[config.mk]
export PLATFORM = sky130hd
export DESIGN_NAME = feature_extractor
export DESIGN_NICKNAME = d
export VERILOG_FILES = /design/src/rtl/feature_extractor.sv
export SDC_FILE = /design/constraint.sdc
export NUM_CORES = 1
export LEC_CHECK = 0
export CAP_MARGIN = 20
export CORE_MARGIN = 8
export CORE_UTILIZATION = 45
export CTS_CLUSTER_DIAMETER = 200
export CTS_CLUSTER_SIZE = 14
export DETAILED_ROUTE_END_ITERATION = 6
export GPL_TIMING_DRIVEN = 0
export HOLD_SLACK_MARGIN = 0.08
export PLACE_DENSITY = 0.63
export SYNTH_ARGS = -nofsm -noshare
export SYNTH_HDL_FRONTEND = slang
export SYNTH_SLANG_ARGS = --single-unit
export TNS_END_PERCENT = 30
[constraint.sdc]
create_clock -name Clk -period 6.35 [get_ports Clk]
set_clock_uncertainty 0.2 [all_clocks]
set_input_delay 0.9525 -clock Clk [delete_from_list [all_inputs] [get_ports Clk]]
set_output_delay 0.9525 -clock Clk [all_outputs]
set_load 0.005 [all_outputs]
[src/rtl/feature_extractor.sv]
// feature_extractor: reduces a fixed window of the VGA pixel stream to a
// GRID_W x GRID_H binary feature vector (1 = mostly dark cell) and streams
// it out one bit per Get strobe in row-major order.
module feature_extractor #(
  parameter int unsigned X0     = 192,
  parameter int unsigned Y0     = 112,
  parameter int unsigned CELL   = 16,
  parameter int unsigned GRID_W = 16,
  parameter int unsigned GRID_H = 16,
  localparam int unsigned IDX_W = $clog2(GRID_W * GRID_H)
) (
  input  logic             Clk,
  input  logic             RST,
  input  logic [9:0]       Red,
  input  logic [9:0]       Green,
  input  logic [9:0]       Blue,
  input  logic [9:0]       Draw_X,
  input  logic [9:0]       Draw_Y,
  input  logic [9:0]       Thresh,
  input  logic             Enable,
  output logic             x_values,
  output logic             Get,
  output logic [IDX_W-1:0] Index,
  output logic             RstH,
  output logic             Get_done,
  output logic             Busy
);

  localparam int unsigned LOG_CELL = $clog2(CELL);
  localparam int unsigned CX_W     = (GRID_W > 1) ? $clog2(GRID_W) : 1;
  localparam int unsigned CY_W     = (GRID_H > 1) ? $clog2(GRID_H) : 1;
  localparam int unsigned CNT_W    = $clog2(CELL * CELL) + 1;
  localparam int unsigned WIN_W    = CELL * GRID_W;
  localparam int unsigned WIN_H    = CELL * GRID_H;
  localparam int unsigned HALF     = (CELL * CELL) / 2;
  localparam int unsigned LAST_IDX = GRID_W * GRID_H - 1;

  typedef enum logic [1:0] {
    S_IDLE,
    S_ACTIVE,
    S_DONE
  } state_e;

  // Stage 1: registered pixel and coordinate
  logic [9:0] red_q, green_q, blue_q, x_q, y_q;
  logic       prev_zero_q;
  logic       at_origin;

  // FSM and output registers
  state_e           state_q, state_d;
  logic             busy_q, busy_d;
  logic             rsth_q, rsth_d;
  logic             done_q, done_d;
  logic             get_q, get_d;
  logic             xval_q, xval_d;
  logic [IDX_W-1:0] idx_q, idx_d;

  // Per-column dark-pixel counters for the current cell band
  logic [CNT_W-1:0] cnt_q [GRID_W];
  logic [CNT_W-1:0] cnt_d [GRID_W];

  // Pixel classification
  logic [11:0]      gray_sum;
  logic [9:0]       gray;
  logic             dark;
  logic [10:0]      rel_x, rel_y;
  logic             in_win;
  logic [CX_W-1:0]  cx;
  logic [CY_W-1:0]  cy;
  logic [LOG_CELL-1:0] lx, ly;
  logic             cell_end;
  logic [IDX_W-1:0] cell_idx;
  logic             is_last;
  logic [CNT_W-1:0] cnt_cur;
  logic [CNT_W-1:0] total;
  logic             feature;

  // Frame control
  logic frame_start;
  logic accept;
  logic clear_acc;
  logic process;

  // Capture the incoming pixel and remember whether the last one was (0,0)
  // NOTE: sequential state uses non-blocking assignments so every register
  // samples pre-edge values regardless of block ordering.
  always_ff @(posedge Clk or posedge RST) begin
    if (RST) begin
      red_q       <= '0;
      green_q     <= '0;
      blue_q      <= '0;
      x_q         <= '0;
      y_q         <= '0;
      // Reset parks the coordinate at (0,0); treat it as held so it cannot
      // fake a frame start.
      prev_zero_q <= 1'b1;
    end else begin
      red_q       <= Red;
      green_q     <= Green;
      blue_q      <= Blue;
      x_q         <= Draw_X;
      y_q         <= Draw_Y;
      prev_zero_q <= at_origin;
    end
  end

  assign at_origin   = (x_q == 10'd0) && (y_q == 10'd0);
  assign frame_start = at_origin && !prev_zero_q;

  // Luma-like gray value with green weighted twice, then darkness test
  assign gray_sum = {2'b00, red_q} + {1'b0, green_q, 1'b0} + {2'b00, blue_q};
  assign gray     = 10'(gray_sum >> 2);
  assign dark     = (gray < Thresh);

  // Window membership and cell coordinates; blanking is excluded explicitly
  assign rel_x  = {1'b0, x_q} - 11'(X0);
  assign rel_y  = {1'b0, y_q} - 11'(Y0);
  assign in_win = (x_q >= 10'(X0)) && (rel_x < 11'(WIN_W)) &&
                  (y_q >= 10'(Y0)) && (rel_y < 11'(WIN_H)) &&
                  (x_q < 10'd640) && (y_q < 10'd480);
  assign cx       = rel_x[LOG_CELL +: CX_W];
  assign cy       = rel_y[LOG_CELL +: CY_W];
  assign lx       = rel_x[LOG_CELL-1:0];
  assign ly       = rel_y[LOG_CELL-1:0];
  assign cell_end = in_win && (&lx) && (&ly);
  assign cell_idx = IDX_W'(cy) * IDX_W'(GRID_W) + IDX_W'(cx);
  assign is_last  = (cell_idx == IDX_W'(LAST_IDX));

  // Any frame start wipes the counters; pixels count only in an accepted frame
  assign accept    = frame_start && Enable;
  assign clear_acc = frame_start;
  assign process   = accept || ((state_q == S_ACTIVE) && !frame_start);

  // The completing pixel's own darkness is folded into the cell total
  assign cnt_cur = clear_acc ? '0 : cnt_q[cx];
  assign total   = cnt_cur + CNT_W'(dark);
  assign feature = (total >= CNT_W'(HALF));

  // Next state and registered outputs
  // NOTE: every output of this block gets a default first so no path can
  // leave one unassigned and infer a latch.
  always_comb begin
    state_d = state_q;
    busy_d  = busy_q;
    rsth_d  = 1'b0;
    done_d  = 1'b0;
    get_d   = 1'b0;
    xval_d  = 1'b0;
    idx_d   = idx_q;

    case (state_q)
      S_IDLE: begin
        if (accept) begin
          state_d = S_ACTIVE;
          rsth_d  = 1'b1;
          busy_d  = 1'b1;
        end
      end
      S_ACTIVE: begin
        // A new frame start truncates the current frame; restart only if enabled
        if (frame_start) begin
          if (accept) begin
            rsth_d = 1'b1;
            busy_d = 1'b1;
          end else begin
            state_d = S_IDLE;
            busy_d  = 1'b0;
          end
        end
      end
      S_DONE: begin
        done_d  = 1'b1;
        busy_d  = 1'b0;
        state_d = S_IDLE;
        if (accept) begin
          state_d = S_ACTIVE;
          rsth_d  = 1'b1;
          busy_d  = 1'b1;
        end
      end
      default: state_d = S_IDLE;
    endcase

    if (process && cell_end) begin
      get_d  = 1'b1;
      xval_d = feature;
      idx_d  = cell_idx;
      if (is_last) begin
        state_d = S_DONE;
      end
    end
  end

  // Counter updates: accumulate dark pixels, clear the column on cell completion
  always_comb begin
    for (int i = 0; i < int'(GRID_W); i++) begin
      cnt_d[i] = clear_acc ? '0 : cnt_q[i];
    end
    if (process && in_win) begin
      cnt_d[cx] = cell_end ? '0 : total;
    end
  end

  // State, output and counter registers
  // NOTE: the counter array is plain flops, not a RAM, so it is reset like
  // any other state; a real memory would not be.
  always_ff @(posedge Clk or posedge RST) begin
    if (RST) begin
      state_q <= S_IDLE;
      busy_q  <= 1'b0;
      rsth_q  <= 1'b0;
      done_q  <= 1'b0;
      get_q   <= 1'b0;
      xval_q  <= 1'b0;
      idx_q   <= '0;
      for (int i = 0; i < int'(GRID_W); i++) begin
        cnt_q[i] <= '0;
      end
    end else begin
      state_q <= state_d;
      busy_q  <= busy_d;
      rsth_q  <= rsth_d;
      done_q  <= done_d;
      get_q   <= get_d;
      xval_q  <= xval_d;
      idx_q   <= idx_d;
      for (int i = 0; i < int'(GRID_W); i++) begin
        cnt_q[i] <= cnt_d[i];
      end
    end
  end

  assign x_values = xval_q;
  assign Get      = get_q;
  assign Index    = idx_q;
  assign RstH     = rsth_q;
  assign Get_done = done_q;
  assign Busy     = busy_q;

endmodule

==> metrics.yaml <==
cts:
  clkSinkCount: 210
  htreeDepth: 1
  clkLatencyLatePin_ns: 0.49
  numCtsBuffers: 18
  clk_pin_slew_worst_paths_ns: 0.07
  cts_tree: "built"
  ctsRootBufferMaster: "clkbuf_16"
  clockBufferDepth: 3
place:
  place_congestion: 0.8646
  port_buffers: 75
  post-dp-hpwl_um: 20690
worst_setup_path:
  cp_top_family: "buffers and inverters"
  crit_arrival_ns: 6.01
  worst-path-buf-inv: 6
  critPathKind: "reg2reg"
  start_kind: "register"
  endpoint_kind: "register"
  crit_path_max_fanout: 15
  crit_chain: "clkbuf_1 > inv_1 > ha_1 > nor4b_1 > nand2_1 > or4_4 > buf_6 > clkbuf_1 > clkbuf_2 > buf_1 > and2_1 > ha_1 > ha_1 > nor4b_2 > and4bb_2 > xor2_1 > nand3_2 > o21ai_0"
  slowest_stage: "clkbuf_1"
  cp_common_cell: "ha_1"
  slowest_delay_ns: 0.47
  cp.required_ns: 6.54
power:
  switching_share_pct: 24.63
  finalPower_uw: 2704
  ir_drop_v: 0.0001451
  leakage_uw: 0.005314
  p_int_uw: 2038
  powerDensity_nw_per_um2: 226.9
  pwr-share-comb_pct: 11.8
  clkPwrFrac_pct: 37.7
  p_switching_uw: 666.0
  pwr-share-seq_pct: 50.5
logic_synthesis:
  synthCells: 863
  ys_seq_elements: 210
  synth_enable_flop_cells: 0
  ys_seq_area_share_pct: 51.65
  ys_types: 62
  yosysWarnings: 0
  avgSynthCellArea_um2: 11.79
  syn-num-nets: 968
  synthesis.area_um2: 10180
  synthFlopType: "dfrtp_1"
  synthArstFlopShare_pct: 100.0
flow_run:
  max-cap-violations: 0
timing:
  finalCritPeriodShare_pct: 91.76
  period_minus_slack_ns: 5.827
  slew_violations: 0
  setup_viol: 0
  hold_violations: 0
  tightest_slew_ns: 1.092
  setup_tns_ns: 0
  max_freq_mhz: 171.6
  grt_setup_unrepaired: "no"
  relSlewSlack_pct: 26.66
die:
  io_pins: 76
  die_w_um: 166.4
  rows: 55
  dieArea_um2: 27680
  core_um2: 22430
  die_y_um: 166.4
  initial_core_util_pct: 45.37
global_route:
  antenna_found_initial: 0
  grt_pass1_vias: 7565
  grt_overflow_total: 0
  grt_max_degree: 42
  grt_use_total_pct: 20.89
  grt_pass1_wl_um: 45660
finish:
  nets: 1068
  n_antenna_cell: 0
  nFillCells: 1971
  syn_to_final_growth_pct: 17.06
  drive_gt1_share_pct: 14.26
outcome:
  status: "complete, no violations"
route:
  wl_per_cell_um: 23.17
  drt_iter0_markers: 673
  ant_nets: 0
  viasPerCell: 5.890
  vias: 7380
  drt-total-wl_um: 29030
  drtPass1Iterations: 5
  drc: 0
min_path:
  hold_path_class: "reg2reg"
## stage by stage
step	utilization (%)	hold WS [ns]	instances	worst slack, ns	instance area [um^2]
finish	53.11	0.2796	1253	0.5231	11910
global route	53.11	0.3073	1253	0.08912	11910
detailed placement	50.85	0.2663	1229	0.2174	11410
global placement	50.32	0.2564	1223	0.2096	11290
CTS	53.07	0.2819	1254	0.1610	11910
floorplan	-	0.2446	863	1.463	10180
## worst min-delay path, stage by stage, from the launching register on
cell     delay, ns
dfrtp_1       0.34
nand2_1       0.04
o21ai_0       0.06
## metal layers
| metal | GRT usage (%) | wire length [um] | share of wire [%] | vias to the layer above |
|---|---|---|---|---|
| li1 | - | - | - | 3346 |
| met1 | 29.12 | 13150 | 45 | 3737 |
| met2 | 32.96 | 13330 | 46 | 258 |
| met3 | 3.827 | 1827 | 6.3 | 39 |
| met4 | 5.836 | 718 | 2.5 | 0 |
| met5 | 0 | 0 | 0 | - |
## cell usage after synthesis (3+ instances only)
cell type	count	area share, %
a21oi_1	13	0.64
a22o_1	7	0.60
and2_1	3	0.18
buf_2	14	0.69
buf_4	10	0.74
buf_6	4	0.44
clkbuf_1	30	1.1
dfrtp_1	209	51
fa_1	10	2.0
ha_1	32	3.9
inv_1	28	1.0
mux2_2	10	1.1
mux2i_1	37	3.6
mux4_2	39	8.6
nand2_1	34	1.3
nand2b_1	4	0.25
nand3_1	105	5.2
nand3_2	13	1.3
nand4_1	4	0.25
nor2_1	19	0.70
nor2b_1	5	0.31
nor3_1	9	0.44
o211ai_1	3	0.22
o21a_1	6	0.44
o21ai_0	121	6.0
o22ai_1	32	2.0
xnor2_1	10	0.86
xor2_1	4	0.34
## worst paths after layout
check	startpoint	to	slack, ns	cells past startpoint
worst max-delay path	x_q[6]	cnt_q[42]	0.52	18
worst min-delay path	cnt_q[115]	cnt_q[115]	0.28	2
worst max register to register	x_q[6]	cnt_q[42]	0.52	18
worst min register to register	cnt_q[115]	cnt_q[115]	0.28	2
max in group asynchronous	RST	cnt_q[83]	3.96	6
min in group asynchronous	RST	y_q[5]	0.71	2
## cells in the final DEF, fill, tap and decap left out, types with 27 or more instances in the layout
cell type / netlist / routed
dfrtp_1: 209 / 209
o21ai_0: 121 / 121
nand3_1: 105 / 104
clkdlybuf4s50_1: 0 / 75
mux4_2: 39 / 39
mux2i_1: 37 / 37
clkbuf_1: 30 / 34
nand2_1: 34 / 34
o22ai_1: 32 / 32
ha_1: 32 / 32
inv_1: 28 / 27
## final cells by class
| cell class | count | area, um^2 | area share [%] |
|---|---|---|---|
| Clock buffer | 25 | 498.0 | 4.180 |
| Sequential cell | 210 | 5256 | 44.12 |
| Multi-Input combinational cell | 560 | 4473 | 37.54 |
| Buffer | 62 | 342.8 | 2.878 |
| Tap cell | 285 | 356.6 | 2.993 |
| Timing Repair Buffer | 81 | 870.8 | 7.309 |
| Inverter | 30 | 116.4 | 0.9767 |
## timing repair
item / CTS / global route
resized for setup: 0 / 4
endpoints found under the setup margin: 0 / 12
hold buffers: 0 / 0
setup buffers: 0 / 0
## kinds of logic after synthesis
logic type      count (synthesis)  share of synthesized area [%]
simple gates                  215                          11.78
xor+xnor                       14                          1.205
mux                            88                          13.66
flops                         210                          51.65
buf+inv                        93                          4.500
fa+ha+maj                      42                          5.901
compound gates                201                          11.31
## power by group through the flow
stage               registers (uW)  clock network, uW  logic (uW)
detailed placement            1390                  0         321
floorplan                     1390                  0         201
global placement              1390                  0         310
global route                  1370               1090         358
CTS                           1360               1040         324
finish                        1360               1020         320
## flip-flops by register name (all words and copies together) (netlist names)
signal and count:
x_q 10, state_q 2, cnt_q 144, red_q 10
y_q 10, green_q 10, x_values 1, prev_zero_q 1
Get 1, Index 8, Get_done 1, RstH 1
blue_q 10, Busy 1
No activity file was read; power rests on OpenSTA's default activity.
